===== src/rtl/tlb_mgmt_ctrl.sv =====
// tlb_mgmt_ctrl: sequences TLB maintenance ops (search/read/write/fill/invalidate)
// onto the tlb storage module over a single-outstanding valid/ready handshake.
package tlb_mgmt_pkg;
    typedef struct packed {
        logic        e;
        logic        g;
        logic [5:0]  ps;
        logic [9:0]  asid;
        logic [18:0] vpn;
        logic [19:0] ppn0;
        logic [19:0] ppn1;
    } tlb_entry_t;

    typedef struct packed {
        logic        clr_global;
        logic        clr_nonglobal;
        logic        check_asid;
        logic        check_vpn;
        logic [9:0]  asid;
        logic [18:0] vpn;
    } tlb_inv_req_t;
endpackage

module tlb_mgmt_ctrl
    import tlb_mgmt_pkg::*;
#(
    parameter int TLB_ENTRY_NUM = 16,
    localparam int IDXW = $clog2(TLB_ENTRY_NUM)
) (
    input  logic                             clk,
    input  logic                             rst_n,
    input  logic                             req_valid_i,
    output logic                             req_ready_o,
    input  logic [2:0]                       req_op_i,
    input  logic [IDXW-1:0]                  req_index_i,
    input  tlb_entry_t                       req_entry_i,
    input  logic [4:0]                       req_inv_op_i,
    input  logic [9:0]                       req_asid_i,
    input  logic [18:0]                      req_vpn_i,
    input  tlb_entry_t [TLB_ENTRY_NUM-1:0]   entries_i,
    output logic                             tlb_we_o,
    output logic [IDXW-1:0]                  tlb_w_index_o,
    output tlb_entry_t                       tlb_w_entry_o,
    output tlb_inv_req_t                     tlb_inv_req_o,
    output logic                             resp_valid_o,
    output logic                             resp_hit_o,
    output logic [IDXW-1:0]                  resp_index_o,
    output tlb_entry_t                       resp_entry_o,
    output logic                             resp_bad_op_o
);
    typedef enum logic [2:0] {IDLE, SRCH, RDATA, WRITE, INV, RESP} state_e;

    state_e          state_q, state_d;
    logic [IDXW-1:0] index_q, index_d, fill_q, fill_d, rindex_q, rindex_d;
    tlb_entry_t      entry_q, entry_d, rentry_q, rentry_d;
    logic [4:0]      inv_op_q, inv_op_d;
    logic [9:0]      asid_q, asid_d;
    logic [18:0]     vpn_q, vpn_d;
    logic            hit_q, hit_d, bad_q, bad_d;
    logic            srch_hit;
    logic [IDXW-1:0] srch_idx;

    // Descending scan so the lowest matching index is the one left standing.
    always_comb begin
        srch_hit = 1'b0;
        srch_idx = '0;
        for (int i = TLB_ENTRY_NUM - 1; i >= 0; i--)
            if (entries_i[i].e && (entries_i[i].g || entries_i[i].asid == asid_q) &&
                vpn_q[18:10] == entries_i[i].vpn[18:10] &&
                (entries_i[i].ps != 6'd12 || vpn_q[9:0] == entries_i[i].vpn[9:0])) begin
                srch_hit = 1'b1;
                srch_idx = IDXW'(i);
            end
    end

    always_ff @(posedge clk) begin
        if (!rst_n) begin
            state_q  <= IDLE;
            index_q  <= '0;
            fill_q   <= '0;
            rindex_q <= '0;
            entry_q  <= '0;
            rentry_q <= '0;
            inv_op_q <= '0;
            asid_q   <= '0;
            vpn_q    <= '0;
            hit_q    <= 1'b0;
            bad_q    <= 1'b0;
        end else begin
            state_q  <= state_d;
            index_q  <= index_d;
            fill_q   <= fill_d;
            rindex_q <= rindex_d;
            entry_q  <= entry_d;
            rentry_q <= rentry_d;
            inv_op_q <= inv_op_d;
            asid_q   <= asid_d;
            vpn_q    <= vpn_d;
            hit_q    <= hit_d;
            bad_q    <= bad_d;
        end
    end

    always_comb begin
        state_d  = state_q;
        index_d  = index_q;
        fill_d   = fill_q + 1'b1;
        rindex_d = rindex_q;
        entry_d  = entry_q;
        rentry_d = rentry_q;
        inv_op_d = inv_op_q;
        asid_d   = asid_q;
        vpn_d    = vpn_q;
        hit_d    = hit_q;
        bad_d    = bad_q;
        case (state_q)
            IDLE: if (req_valid_i) begin
                index_d  = req_op_i == 3'd3 ? fill_q : req_index_i;
                entry_d  = req_entry_i;
                inv_op_d = req_inv_op_i;
                asid_d   = req_asid_i;
                vpn_d    = req_vpn_i;
                bad_d    = req_op_i > 3'd4 ? 1'b1 : bad_q;
                state_d  = req_op_i == 3'd0 ? SRCH :
                           req_op_i == 3'd1 ? RDATA :
                           (req_op_i == 3'd2 || req_op_i == 3'd3) ? WRITE :
                           req_op_i == 3'd4 ? INV : RESP;
            end
            SRCH: begin
                hit_d    = srch_hit;
                rindex_d = srch_idx;
                bad_d    = 1'b0;
                state_d  = RESP;
            end
            RDATA: begin
                rentry_d = entries_i[index_q];
                rindex_d = index_q;
                bad_d    = 1'b0;
                state_d  = RESP;
            end
            WRITE: begin
                bad_d   = 1'b0;
                state_d = RESP;
            end
            INV: begin
                bad_d   = inv_op_q > 5'd5;
                state_d = RESP;
            end
            default: state_d = IDLE;
        endcase
    end

    // Side-effect strobes are gated by rst_n so a reset drops them in the same cycle.
    always_comb begin
        req_ready_o   = state_q == IDLE;
        resp_valid_o  = state_q == RESP;
        resp_hit_o    = hit_q;
        resp_index_o  = rindex_q;
        resp_entry_o  = rentry_q;
        resp_bad_op_o = bad_q;
        tlb_we_o      = rst_n && state_q == WRITE;
        tlb_w_index_o = index_q;
        tlb_w_entry_o = entry_q;
        tlb_inv_req_o = '0;
        if (rst_n && state_q == INV && inv_op_q <= 5'd5) begin
            tlb_inv_req_o.clr_global    = inv_op_q <= 5'd2;
            tlb_inv_req_o.clr_nonglobal = inv_op_q != 5'd2;
            tlb_inv_req_o.check_asid    = inv_op_q >= 5'd4;
            tlb_inv_req_o.check_vpn     = inv_op_q == 5'd5;
            tlb_inv_req_o.asid          = asid_q;
            tlb_inv_req_o.vpn           = vpn_q;
        end
    end
endmodule


===== config.mk =====
export PLATFORM = sky130hd
export DESIGN_NAME = tlb_mgmt_ctrl
export DESIGN_NICKNAME = d
export VERILOG_FILES = /design/src/rtl/tlb_mgmt_ctrl.sv
export SDC_FILE = /design/constraint.sdc
export NUM_CORES = 1
export LEC_CHECK = 0
export BUFFER_PORTS_ARGS = -buffer_cell sky130_fd_sc_hd__buf_2
export CAP_MARGIN = 0
export CELL_PAD_IN_SITES_DETAIL_PLACEMENT = 0
export CELL_PAD_IN_SITES_GLOBAL_PLACEMENT = 1
export CORE_AREA = 2 2 607 609
export CTS_CLUSTER_DIAMETER = 40
export DETAILED_ROUTE_END_ITERATION = 7
export DIE_AREA = 0 0 609 611
export PLACE_DENSITY = 0.3
export SYNTH_ARGS = -nofsm -noshare
export SYNTH_HDL_FRONTEND = slang
export SYNTH_SLANG_ARGS = --single-unit

===== constraint.sdc =====
create_clock -name clk -period 6.2 [get_ports clk]
set_input_delay 1.24 -clock clk [delete_from_list [all_inputs] [get_ports clk]]
set_output_delay 1.24 -clock clk [all_outputs]
set_load 0.02 [all_outputs]

# Yosys cells after proc, flatten, opt, wreduce, memory -nomap -nowiden
# Index checks and enable logic that the tools add are counted.
[op_classes]
add_sub_neg = 1
magnitude_cmp = 6
n_eq_ne = 77
muxes = 46
reduce_logical = 92
[op_table]
columns = ["operator", "count"]
rows = [
  ["equality test 10 bit", 32],
  ["binary-select mux 77 bit (select 4 bit)", 1],
  ["equality test 9 bit", 16],
  ["inequality test 6 x 4 -> 1 bit, second input constant", 16],
  ["2-to-1 mux 77 bit", 1],
  ["2-to-1 mux 4 bit", 17],
  ["logical AND 1 bit", 51],
  ["logical OR 1 bit", 33],
  ["2-to-1 mux 33 bit", 1],
  ["2-to-1 mux 1 bit", 19],
  ["equality test 3 x 2 -> 1 bit, second input constant", 4],
  ["2-to-1 mux 3 bit", 4],
  ["equality test 3 bit, second input constant", 3],
  ["one-hot mux 4 bit (2 select lines)", 1],
  ["equality test 3 x 1 -> 1 bit, second input constant", 2],
  ["zero test 3 bit", 2],
  ["one-hot mux 3 bit (2 select lines)", 1],
  ["equality test 5 x 3 -> 1 bit, second input constant", 1],
  [">= comparator 5 x 3 -> 1 bit, second input constant", 1],
  ["> comparator 5 x 3 -> 1 bit, second input constant", 1],
  ["<= comparator 5 x 2 -> 1 bit, second input constant", 1],
  ["<= comparator 5 x 3 -> 1 bit, second input constant", 1],
  ["less-than comparator 4 x 5 -> 1 bit, second input constant", 1],
  ["inequality test 5 x 2 -> 1 bit, second input constant", 1],
  ["11 further kinds", 11],
]
[totals]
regBits = 205
in_bits = 1353
output_inout_bits = 200
word_cells = 245

# Longest topological paths before layout
# Gate-level depths: netlist of the first run.
[depth]
ltp_word = 22
ltp_mapped = 10

# Worst setup path after synthesis of the first run
# No wires, ideal clock.
[synth_timing]
kind = "input-to-output"
from = "input port rst_n"
to = "output port tlb_inv_req_o[31] in the netlist's numbering"
arrival_time_ns = 2.257
setup_slack_ns = 2.703
cell_stages = 4
cell_sequence = "clkbuf_1 -> clkbuf_1 -> nand3_1 -> a31oi_1"
[synth_lines]
columns = ["element", "line_no", "rtl"]
rows = [
  ["start, declared", "31", "input logic rst_n,"],
  ["end, declared", "44", "output tlb_inv_req_t tlb_inv_req_o,"],
]

==> run summary, run 1 <==
R2R setup slack -> 2.24 ns
Post-DRT Antenna Nets -> 0
Worst R2R Path Depth -> 9
Startpoint types -> flop
Initial antenna violation count -> 383
Gates resized, CTS repair -> 0
Number of synthesis warnings -> 0
Synthesized instance count -> 2210
1st-pass router iterations -> 7
Biggest area consumer among synthesized cells -> mux4_2
Vias per inst -> 3.26
Leak -> 15.4 nW
Deepest clock path buffer count -> 4
R2R Path End -> resp_index_o[3]
Die span in x -> 609 um
# clock sinks -> 205
# rows -> 222
Full die area -> 0.372 mm2
Post-route setup slack -> 1.79 ns
Hold Path Class -> flop to flop
CTS Buf Count -> 85
Initial drt markers -> 1881
Core Area -> 0.365 mm2
Clock transition at path regs -> 0.04 ns
Drt wl/cell -> 35.5 um
Kind of critical path -> flop to primary output
Vias in the first global route -> 28700
CTS tree -> built
Async SR Flop Fraction -> 0%
Final Wtd Congestion -> 0.903
# hold bufs at CTS -> 0
Yosys cell types -> 54
Worst Hold Path EP -> tlb_w_entry_o[62]
Maximum vdd drop -> 0.000166 V
Syn Nets -> 3564
Routed vias -> 28300
DPL Wire Length -> 277 mm
Layout Nets -> 5074
Critical path endpoint category -> primary output
Final count of negative-setup-slack endpoints -> 0
Count leader, synth -> nand2_1
Layout Skew -> 0.0698 ns
FMAX -> 227 MHz
Clock root cell -> clkbuf_16
Xor and xnor area share after synthesis -> 17.8%
Dominant cells by area after synthesis -> mux4_2, dfxtp_1, xor2_1, xnor2_1, nand2_1
Grt total ovfl -> 0
Synth top area share -> 37.7%
Total track usage -> 15.9%
Final WL -> 308 mm
Initial core utilization -> 6.29%
Post-CTS Setup Bufs -> 0
Pins Over Slew Limit -> 0
Final setup TNS -> 0 ns
Pin count of the biggest net entering global routing -> 97
Final hold vios -> 0
First-pass GRT wire length -> 374 mm
Largest family of logic cells by synthesized area -> multiplexers
Post-Synth Adder-Cell Area -> 0.0545%
Area growth, synth to finish -> 72.8%
Clock insertion delay at the later pin of the skew report -> 0.77 ns
Layout cell share with drive strength beyond 1 -> 57.7%
H-Tree Depth -> 3
PortBufs -> 1552
Hold Crit Depth -> 2
Commonest cells in the netlist -> nand2_1, mux4_2, xor2_1, dfxtp_1, a21boi_0
Post-Place Setup Slack -> 1.68 ns
Fin crit share -> 71.1%
# fillers -> 42400
Die height -> 611 um
Power Dens Cells -> 231 mW/mm2
Required time of the critical path -> 4.96 ns
Reg-to-Reg Start -> vpn_q[9]
I/O Pins -> 1553
Mux share of post-synthesis cell area -> 37.9%
Synth Flop Type -> dfxtp_1
DRC viols -> 0
Register area share after synthesis -> 17.9%
Worst-Margin Slew -> 1.19 ns
Max cap viols -> 0
Crit path max fanout -> 16
Mapped Avg Cell Area -> 10.4 um2
Synth Area in Compound Gates -> 8.58%
Slew margin rel. -> 19.7%
Synth Register Bits -> 205
Simple-gate share of the synthesized area -> 13.5%
Crit path DAT -> 3.17 ns
Min cycle time layout -> 4.41 ns
EDFF count, synth -> 0
Netlist Area Pre-Place -> 0.0230 mm2
RSZ-0062 raised after global routing -> false
Hold path start -> tlb_w_entry_o[62]
Outcome -> finished, final reports clean
layout make-up:
class	instances	area [um2]	area share (%)
multi-input cells	1787	18000	45.2
flip-flops and latches	205	4120	10.4
well taps	4816	6030	15.2
repair buffers	1639	8550	21.5
diodes	87	218	0.548
clock inverters	31	325	0.819
clock buffers	119	2490	6.26
inverters	2	7.51	0.0189
kinds of logic after synthesis:
kind of cell | after synthesis
adders and majority gates | 1
AOI/OAI and AO/OA | 259
and+or+nand+nor | 670
buffers and inverters | 218
xor gates and xnor gates | 468
muxes | 389
DFF | 205
through the flow:
stage | util (%) | std cells | hold slack, ns | cell area (um2) | power [mW]
after floorplan | - | 2210 | 0.436 | 23000 | 3.12
after global placement | 10.0 | 8449 | 0.451 | 36700 | 5.07
after detailed placement | 10.0 | 8449 | 0.456 | 36700 | 5.05
after CTS | 10.8 | 8599 | 0.462 | 39500 | 9.41
after global routing | 10.8 | 8636 | 0.479 | 39600 | 9.57
final | 10.9 | 8686 | 0.458 | 39700 | 9.15
layer usage:
layer | part of all wire [%] | vias to the layer above | global-route usage [%]
met1 | 39 | 14300 | 18.4
met5 | 0.30 | - | 0
met4 | 2.7 | 150 | 3.35
li1 | - | 11500 | -
met3 | 9.3 | 651 | 6.22
met2 | 48 | 1747 | 27.6
power breakdown:
| part | switching (mW) | internal (mW) | total [mW] |
|---|---|---|---|
| combinational | 2.00 | 1.40 | 3.40 |
| clock | 1.26 | 2.95 | 4.21 |
| sequential | 0.139 | 1.40 | 1.54 |
worst max path at each step:
stage	startpoint	endpoint	slack, ns	cells past startpoint
after detailed placement	rst_n	tlb_inv_req_o[1]	1.68	5
after floorplan	rst_n	tlb_inv_req_o[31]	2.70	4
after global routing	state_q[2]	tlb_inv_req_o[1]	1.51	6
after global placement	rst_n	tlb_inv_req_o[9]	1.70	5
after CTS	inv_op_q[4]	tlb_inv_req_o[1]	1.54	7
final	state_q[2]	tlb_inv_req_o[1]	1.79	6
worst max-delay path: stages, from the launching register on:
cell and delay (ns):
dfxtp_1 0.52, nand2_1 0.08, a21oi_1 0.38, and3_2 0.82
buf_4 0.27, and2_1 0.14, buf_2 0.17
cell usage in the layout (no fill, tap or decap), drive strengths merged, types with 8 or more instances in the layout:
cell | Yosys | final
a21boi | 190 | 190
buf | 94 | 1638
diode | 0 | 87
dfxtp | 205 | 205
nand3 | 12 | 12
xnor2 | 186 | 186
o21ai | 13 | 13
xor2 | 282 | 282
nor2 | 32 | 32
mux4 | 385 | 385
nand4 | 64 | 64
a41oi | 11 | 11
and2 | 34 | 34
clkbuf | 122 | 120
nor4 | 80 | 80
nand2 | 403 | 403
clkinv | 0 | 22
nor3 | 20 | 20
o211ai | 8 | 8
flip-flops by register name, indices dropped and copies added (netlist names):
signal,count
resp_entry_o,77
tlb_w_entry_o,77
vpn_q,19
asid_q,10
inv_op_q,5
fill_q,4
resp_index_o,4
tlb_w_index_o,4
state_q,3
resp_bad_op_o,1
resp_hit_o,1
Note: power is estimated with default switching activity, not from simulation.
==> inputs of run 2 (changes only) <==
--- a/config.mk
+++ b/config.mk
@@ -9,10 +9,10 @@
 export CAP_MARGIN = 0
 export CELL_PAD_IN_SITES_DETAIL_PLACEMENT = 0
 export CELL_PAD_IN_SITES_GLOBAL_PLACEMENT = 1
-export CORE_AREA = 2 2 607 609
+export CORE_AREA = 2 2 608 610
 export CTS_CLUSTER_DIAMETER = 40
 export DETAILED_ROUTE_END_ITERATION = 7
-export DIE_AREA = 0 0 609 611
+export DIE_AREA = 0 0 610 612
 export PLACE_DENSITY = 0.3
 export SYNTH_ARGS = -nofsm -noshare
 export SYNTH_HDL_FRONTEND = slang
==> constraint.sdc (replaced) <==
create_clock -name clk -period 4.13 [get_ports clk]
set_input_delay 0.826 -clock clk [delete_from_list [all_inputs] [get_ports clk]]
set_output_delay 0.826 -clock clk [all_outputs]
set_load 0.02 [all_outputs]
==> run summary, run 2 (same netlist as run 1, synthesis figures left out) <==
Slew margin rel. -> 24.4%
FMAX -> 278 MHz
Worst-Margin Slew -> 1.13 ns
Hold Path Class -> primary input to flop
DRC viols -> 0
Largest stage delay on the critical path -> 0.52 ns
Final cell count without fillers -> 8771
PortBufs -> 1552
Switching share of power -> 36.7%
Hold Crit Depth -> 2
Required time of the critical path -> 3.30 ns
Number of cells on the critical path -> 6
Layout Nets -> 5118
CP bufs+invs -> 2
# hold bufs at CTS -> 0
Startpoint types -> flop
1st-pass router iterations -> 7
Internal -> 8.98 mW
Dpl cells -> 8514
Final count of negative-setup-slack endpoints -> 0
Post-CTS Setup Bufs -> 0
Vias per inst -> 3.26
Routed vias -> 28600
I/O Pins -> 1553
Hold WS -> 0.279 ns
Clock transition at path regs -> 0.04 ns
# rows -> 223
Combinational Power Share -> 37.1%
Final setup TNS -> 0 ns
Vias in the first global route -> 29100
First-pass GRT wire length -> 369 mm
Initial core utilization -> 6.26%
# fillers -> 42600
Register area -> 0.00412 mm2
Clock power share -> 47.0%
Deepest clock path buffer count -> 4
Worst R2R Path Depth -> 10
Outcome -> finished, final reports clean
Pins Over Slew Limit -> 0
Maximum vdd drop -> 0.000232 V
Max cap viols -> 0
Area growth, synth to finish -> 75.9%
Final hold vios -> 0
DPL Wire Length -> 273 mm
CTS tree -> built
Gates resized, CTS repair -> 0
Initial drt markers -> 2073
# clock sinks -> 205
Crit path max fanout -> 32
Most frequent cells in the layout -> buf_2, nand2_1, mux4_2
Kind of critical path -> flop to primary output
Die height -> 612 um
Multi-input logic area -> 0.0180 mm2
Drt wl/cell -> 34.5 um
RSZ-0062 raised after global routing -> false
Leak -> 15.7 nW
Final Wtd Congestion -> 0.900
Die span in x -> 610 um
Min cycle time layout -> 3.60 ns
Total power draw -> 14.2 mW
Pin count of the biggest net entering global routing -> 96
Critical path endpoint category -> primary output
Initial antenna violation count -> 322
Most common cell after layout, fill and taps aside -> buf_2
Full die area -> 0.373 mm2
Fin crit share -> 87.1%
Clock root cell -> clkbuf_16
Crit path DAT -> 2.77 ns
CP Cell Sequence -> nand2_1 -> a21oi_1 -> and3_2 -> buf_12 -> and2_1 -> buf_2
CTS Buf Count -> 85
Core Area -> 0.367 mm2
Clock insertion delay at the later pin of the skew report -> 0.78 ns
Total track usage -> 15.6%
Slowest-stage cell, CP -> dfxtp_1
Final WL -> 303 mm
Net Sw Power -> 5.20 mW
Post-DRT Antenna Nets -> 0
H-Tree Depth -> 3
Layout Skew -> 0.0771 ns
Flop pwr share -> 15.9%
Layout cell share with drive strength beyond 1 -> 58.3%
Power Dens Cells -> 351 mW/mm2
CP top delay family -> simple AND/OR/NAND/NOR gates
Grt total ovfl -> 0
run 2: changes by cell type in the layout (fill, tap and decap cells not counted), moves of 4 or more:
cell       before  now
diode_2        87  105
clkbuf_8       22   14
bufinv_16       5   12
buf_4          77  108
buf_12         10   23
clkinv_2       20   24
run 2: stage by stage:
| step | instance area [um2] | utilization [%] | setup slack (ns) |
|---|---|---|---|
| floorplan | 23000 | - | 1.46 |
| global placement | 37200 | 10.1 | -0.441 |
| detailed placement | 37200 | 10.1 | 0.342 |
| CTS | 40100 | 10.9 | 0.357 |
| global route | 40300 | 11.0 | 0.351 |
| finish | 40400 | 11.0 | 0.533 |
run 2: cell type report:
cell class	instances	area share, %
inverter	2	0.0186
multi-input combinational	1787	44.5
sequential	205	10.2
antenna	105	0.650
clock inverter	44	1.45
timing repair buffer	1683	22.4
clock buffer	108	5.82
tap	4837	15.0
run 2: path summary, 6_finish.rpt:
check                         start                 to  slack, ns
setup reg to reg           vpn_q[0]    resp_index_o[3]       0.59
hold reg to reg   tlb_w_entry_o[17]  tlb_w_entry_o[17]       0.46
setup / recovery         state_q[2]  tlb_inv_req_o[18]       0.53
hold / removal          req_op_i[2]         state_q[1]       0.28
run 2: power groups by stage:
stage / clock (mW) / sequential [mW] / combinational (mW)
after CTS: 6.92 / 2.26 / 5.42
final: 6.67 / 2.25 / 5.26
after detailed placement: 0 / 2.29 / 5.39
after global placement: 0 / 2.29 / 5.40
after global routing: 7.01 / 2.27 / 5.55
after floorplan: 0 / 2.28 / 2.40
run 2: per-layer routing:
| layer | wire [um] | track usage [%] | part of all wire (%) |
|---|---|---|---|
| met5 | 871 | 0.194 | 0.29 |
| met4 | 7900 | 3.54 | 2.6 |
| met3 | 24500 | 4.98 | 8.1 |
| met2 | 145000 | 26.4 | 48 |
| met1 | 125000 | 19.1 | 41 |
